--- config.mk ---
export PLATFORM = sky130hd
export DESIGN_NAME = decoder_scan_driver
export DESIGN_NICKNAME = d
export VERILOG_FILES = /design/src/rtl/scan_pkg.sv /design/src/rtl/scan_prescaler.sv /design/src/rtl/decoder_scan_driver.sv
export SDC_FILE = /design/constraint.sdc
export NUM_CORES = 1
export LEC_CHECK = 0
export CORE_MARGIN = 2
export CORE_UTILIZATION = 35
export CTS_BUF_LIST = sky130_fd_sc_hd__clkbuf_4 sky130_fd_sc_hd__clkbuf_8 sky130_fd_sc_hd__clkbuf_16
export CTS_CLUSTER_DIAMETER = 100
export DETAILED_ROUTE_END_ITERATION = 10
export GPL_TIMING_DRIVEN = 0
export PLACE_DENSITY = 0.6
export SYNTH_ARGS = -nofsm -noshare
export SYNTH_HDL_FRONTEND = slang
export SYNTH_SLANG_ARGS = --single-unit
--- constraint.sdc ---
create_clock -name clk -period 1.9 [get_ports clk]
set_input_delay 0.19 -clock clk [delete_from_list [all_inputs] [get_ports clk]]
set_output_delay 0.19 -clock clk [all_outputs]
set_load 0.05 [all_outputs]
--- src/rtl/scan_pkg.sv ---
// rtl/scan_pkg.sv - shared types and constants for the decoder scan driver (GUARD state only with SCAN_GUARD_EN)
package scan_pkg;

`ifdef SCAN_GUARD_EN
  typedef enum logic [1:0] {ST_IDLE = 2'd0, ST_SCAN = 2'd1, ST_GUARD = 2'd2} scan_state_e;
`else
  typedef enum logic [1:0] {ST_IDLE = 2'd0, ST_SCAN = 2'd1} scan_state_e;
`endif

  localparam logic DIR_UP   = 1'b0;
  localparam logic DIR_DOWN = 1'b1;

  // Enable vectors ordered {e3, e2, e1}
  localparam logic [2:0] EN_ON  = 3'b100;
  localparam logic [2:0] EN_OFF = 3'b011;

  function automatic logic [2:0] addr_step(input logic [2:0] a, input logic d);
    return (d == DIR_DOWN) ? a - 3'd1 : a + 3'd1;
  endfunction

  function automatic logic addr_wraps(input logic [2:0] a, input logic d);
    return (d == DIR_DOWN) ? (a == 3'd0) : (a == 3'd7);
  endfunction

endpackage

--- src/rtl/scan_prescaler.sv ---
// rtl/scan_prescaler.sv - slot prescaler with clear, enable and terminal-count pulse
module scan_prescaler #(
  parameter int DIV_WIDTH = 16,
  parameter int DIV_MAX   = 49999
) (
  input  logic clk,
  input  logic rst,
  input  logic clr_i,
  input  logic en_i,
  output logic tc_o
);

  localparam logic [DIV_WIDTH-1:0] TERM = DIV_WIDTH'(DIV_MAX);

  logic [DIV_WIDTH-1:0] cnt_q;
  logic [DIV_WIDTH-1:0] cnt_d;

  assign tc_o = en_i && !clr_i && (cnt_q == TERM);

  always_comb begin
    cnt_d = cnt_q;
    if (clr_i) begin
      cnt_d = '0;
    end else if (en_i) begin
      cnt_d = tc_o ? '0 : cnt_q + 1'b1;
    end
  end

  always_ff @(posedge clk or posedge rst) begin
    if (rst) begin
      cnt_q <= '0;
    end else begin
      cnt_q <= cnt_d;
    end
  end

endmodule

--- src/rtl/decoder_scan_driver.sv ---
// rtl/decoder_scan_driver.sv - 3-to-8 decoder scan FSM and address counter; SCAN_GUARD_EN adds a blanking GUARD clock per address change
module decoder_scan_driver
  import scan_pkg::*;
#(
  parameter int DIV_WIDTH = 16,
  parameter int DIV_MAX   = 49999
) (
  input  logic       clk,
  input  logic       rst,
  input  logic       run,
  input  logic       dir,
  input  logic       blank,
  input  logic       load,
  input  logic [2:0] load_val,
  input  logic       step,
  output logic       a0,
  output logic       a1,
  output logic       a2,
  output logic       e1,
  output logic       e2,
  output logic       e3,
  output logic       tick,
  output logic       wrap
);

  scan_state_e state_q, state_d;
  logic [2:0]  addr_q, addr_d;
  logic [2:0]  en_q, en_d;
  logic        wrap_q, wrap_d;
  logic        adv;
  logic        pre_en;
  logic        tc;

  // The GUARD clock counts as the first clock of the next slot, so slot length is unchanged
  assign pre_en = run && (state_q != ST_IDLE);

  scan_prescaler #(
    .DIV_WIDTH(DIV_WIDTH),
    .DIV_MAX  (DIV_MAX)
  ) u_prescaler (
    .clk  (clk),
    .rst  (rst),
    .clr_i(!pre_en),
    .en_i (pre_en),
    .tc_o (tc)
  );

  always_comb begin
    state_d = state_q;
    addr_d  = addr_q;
    wrap_d  = 1'b0;
    adv     = 1'b0;

    case (state_q)
      ST_IDLE: begin
        adv = step;
        if (run) state_d = ST_SCAN;
      end
      ST_SCAN: begin
        if (!run) begin
          state_d = ST_IDLE;
        end else if (tc) begin
`ifdef SCAN_GUARD_EN
          state_d = ST_GUARD;
`else
          adv = 1'b1;
`endif
        end
      end
`ifdef SCAN_GUARD_EN
      ST_GUARD: begin
        if (!run) begin
          state_d = ST_IDLE;
        end else begin
          state_d = ST_SCAN;
          adv     = 1'b1;
        end
      end
`endif
      default: state_d = ST_IDLE;
    endcase

    if (load) begin
      addr_d = load_val;
    end else if (adv) begin
      addr_d = addr_step(addr_q, dir);
      wrap_d = addr_wraps(addr_q, dir);
    end

    en_d = (state_d == ST_SCAN && !blank) ? EN_ON : EN_OFF;
  end

  always_ff @(posedge clk or posedge rst) begin
    if (rst) begin
      state_q <= ST_IDLE;
      addr_q  <= 3'd0;
      en_q    <= EN_OFF;
      wrap_q  <= 1'b0;
    end else begin
      state_q <= state_d;
      addr_q  <= addr_d;
      en_q    <= en_d;
      wrap_q  <= wrap_d;
    end
  end

  assign {a2, a1, a0} = addr_q;
  assign {e3, e2, e1} = en_q;
  assign tick         = tc;
  assign wrap         = wrap_q;

endmodule

==> impl_results.md <==
* Peak supply drop at 226 µV
* Drt total wl at approximately 2200 µm
* Die width at 62.6 µm
* WS Path Type: flip-flop to output port
* TritonRoute pass-1 iters at 4
* CTS tree: done
* Sequential share of the synthesized area at 0.501
* Vias post-DR at about 850
* DP Area at between 1000 and 1500 µm²
* Placed insts at between 150 and 200
* Slew @ Worst Pin at 0.912 ns
* Cell Chain, Critical Path: clkdlybuf4s50_1
* Worst setup SP type: flip-flop
* Post-route ant nets at 0
* Tot Pwr at around 960 µW
* Dpl hpwl at between 1500 and 2000 µm
* FP Rows at 21
* Mapped Area at 1200 µm²
* Worst Path Arrival at between 1.5 and 2 ns
* Pwr dens at between 600 and 700 nW/µm²
* Hold Buf Count CTS at 0
* Commonest non-fill, non-tap cell in the layout: dfrtp_1
* PnR worst setup slack at between 0.06 and 0.07 ns
* FMAX at ~0.55 GHz
* Slowest stage delay, CP at about 0.8 ns
* Cell count after synthesis at 116
* Syn nets at 128
* Most frequent cells in the layout: dfrtp_1, nor2_1, clkdlybuf4s50_1, xnor2_1, xor2_1
* Fin. Hold Viols at 0
* IO Pins at 18
* Static leakage at between 0.6 and 0.7 nW
* Largest net degree at the start of global routing at 25
* FILL cells at between 300 and 400
* Part of the cycle the worst path needs at 0.964
* Core area at 3310 µm²
* Cell family with most CP delay: buffers and inverters
* Reg clk slew, reported paths at between 0.1 and 0.15 ns
* HP Class: input pin to async pin
* N_diodes at 0
* Layout cells sized above 1 at 0.144
* Via density at 4.61
* Slew Limit Fails at 0
* Crit path buf inv count at 1
* Starting Density at 0.363
* Root Buffer: clkbuf_4
* Element type at the critical path end: output port
* Flops & latches, synth at 24
* Clock period minus worst slack at approximately 1.8 ns
* Layout Cells excl Fill at between 150 and 200
* Max_slew headroom at 0.391
* Die area at approximately 4000 µm²
* Clk sink count at 24
* Design area at 1480 µm²
* WL per Instance at around 12 µm
* Initial antenna violation count at 0
* Worst Path Max Fanout at 2
* DR iter-0 viols at 38
* Drc violations at 0
* CTS Buf Count at 3
* RSZ-0062 raised after global routing: no
* Max_cap viols at 0
* Vias in the first global route at 887
* Routability congestion estimate at about 0.73
* P&R area growth vs syn at 23.1%
* Final setup violation count at 0
* Outcome: finished clean
* Clk Latency, worst-skew pair at 0.32 ns
* Synth cell types at 33
* Setup tns final at 0 ns
* Height of the die at between 60 and 70 µm
* Synth warnings at 0
* Total gr overflow at 0
* Final clock skew at roughly 0.015 ns
* Global-route wire length before repair at slightly below 4000 µm
* Port Buffer Count at 17
* H-tree lvl count at 1
* Mean Syn Cell Area at just over 10 µm²
* Max clock buf depth at 2
* Fin nets at about 150
* GRT Total Usage at 0.126
* Slowest CP cell: clkdlybuf4s50_1
* Critical path required time at approximately 1.7 ns
* Worst slack at placement at -0.220 ns
## flip-flops by register name, indices dropped and copies added (netlist names)
name,flops
u_prescaler.cnt_q,16
en_q,2
addr_q,3
wrap,1
state_q,2
## timing repair
action,CTS,global route
setup endpoints to repair,2,1
pin swaps,0,2
buffers inserted,0,2
gates resized for setup,7,3
## synth_stat cells (all sizes together)
| cell type | instances | share of area |
|---|---|---|
| and2b | 1 | 0.0073 |
| ha | 1 | 0.010 |
| inv | 7 | 0.022 |
| and4bb | 2 | 0.021 |
| xor2 | 8 | 0.058 |
| xnor2 | 8 | 0.058 |
| nor2 | 20 | 0.062 |
| nand3 | 3 | 0.012 |
| or3 | 2 | 0.010 |
| dfrtp | 23 | 0.48 |
| o21bai | 1 | 0.0094 |
| fa | 1 | 0.017 |
| nor3b | 1 | 0.0063 |
| nand2 | 7 | 0.022 |
| nor4 | 1 | 0.0052 |
| a31oi | 2 | 0.010 |
| o22ai | 1 | 0.0052 |
| and2 | 2 | 0.013 |
| nand2b | 2 | 0.010 |
| conb | 1 | 0.0031 |
| dfstp | 1 | 0.022 |
| o21ai | 3 | 0.012 |
| a311oi | 1 | 0.012 |
| buf | 2 | 0.012 |
| nor4b | 1 | 0.020 |
| nor3 | 1 | 0.0042 |
| nand4 | 4 | 0.026 |
| and3 | 8 | 0.043 |
| nor2b | 1 | 0.0052 |
## per-layer routing
metal  wire [µm]  GRT usage  vias up
met3          47     0.0180        4
met1        1060      0.171      409
li1            -          -      430
met2        1080      0.195       10
met5           0          0        -
met4          41     0.0667        0
## stage by stage
step,hold slack (ns),util
after floorplan,0.204,-
after global routing,0.430,0.447
after global placement,0.448,0.432
after detailed placement,0.458,0.432
final,0.355,0.447
after CTS,0.396,0.440
## logic make-up (layout without fill, tap and decap cells)
| logic type | Yosys count | count (layout) | share of synthesized area |
|---|---|---|---|
| buffers and inverters | 9 | 32 | 0.0344 |
| XOR/XNOR | 16 | 16 | 0.117 |
| flip-flops | 24 | 24 | 0.501 |
| AO/OA/AOI/OAI | 8 | 8 | 0.0500 |
| other | 1 | 1 | 0.00312 |
| adder cells (fa/ha/maj) | 2 | 2 | 0.0271 |
| AND/OR/NAND/NOR | 56 | 56 | 0.268 |
## layout make-up
cell class,instances,area [µm²],share of cell area
plain buffers,2,15.0,0.0102
inverters,7,26.3,0.0178
repair buffers,19,185,0.125
multi-input cells,83,562,0.380
clock buffers,4,30.0,0.0203
flip-flops and latches,24,603,0.408
well taps,46,57.6,0.0389
## final timing paths
| check | start | end | slack, ns | depth (start not counted) |
|---|---|---|---|---|
| min reg2reg | state_q[1]$_DFF_PP0_ | state_q[0]$_DFF_PP0_ | 0.49 | 1 |
| max reg2reg | addr_q[0]$_DFFE_PP0P_ | addr_q[2]$_DFFE_PP0P_ | 0.19 | 6 |
| min in group clk | load_val[0] | addr_q[0]$_DFFE_PP0P_ | 0.42 | 3 |
| min | rst | u_prescaler.cnt_q[0]$_DFF_PP0_ | 0.35 | 2 |
| max in group asynchronous | rst | addr_q[0]$_DFFE_PP0P_ | 0.92 | 2 |
| max | en_q[1]$_DFF_PP1_ | e1 | 0.07 | 1 |
## power breakdown
part,switching (mW),total (mW),internal [mW]
Combinational,0.0979,0.166,0.0678
Clock,0.153,0.250,0.0964
Sequential,0.0168,0.545,0.528
No activity file was read; power rests on OpenSTA's default activity.
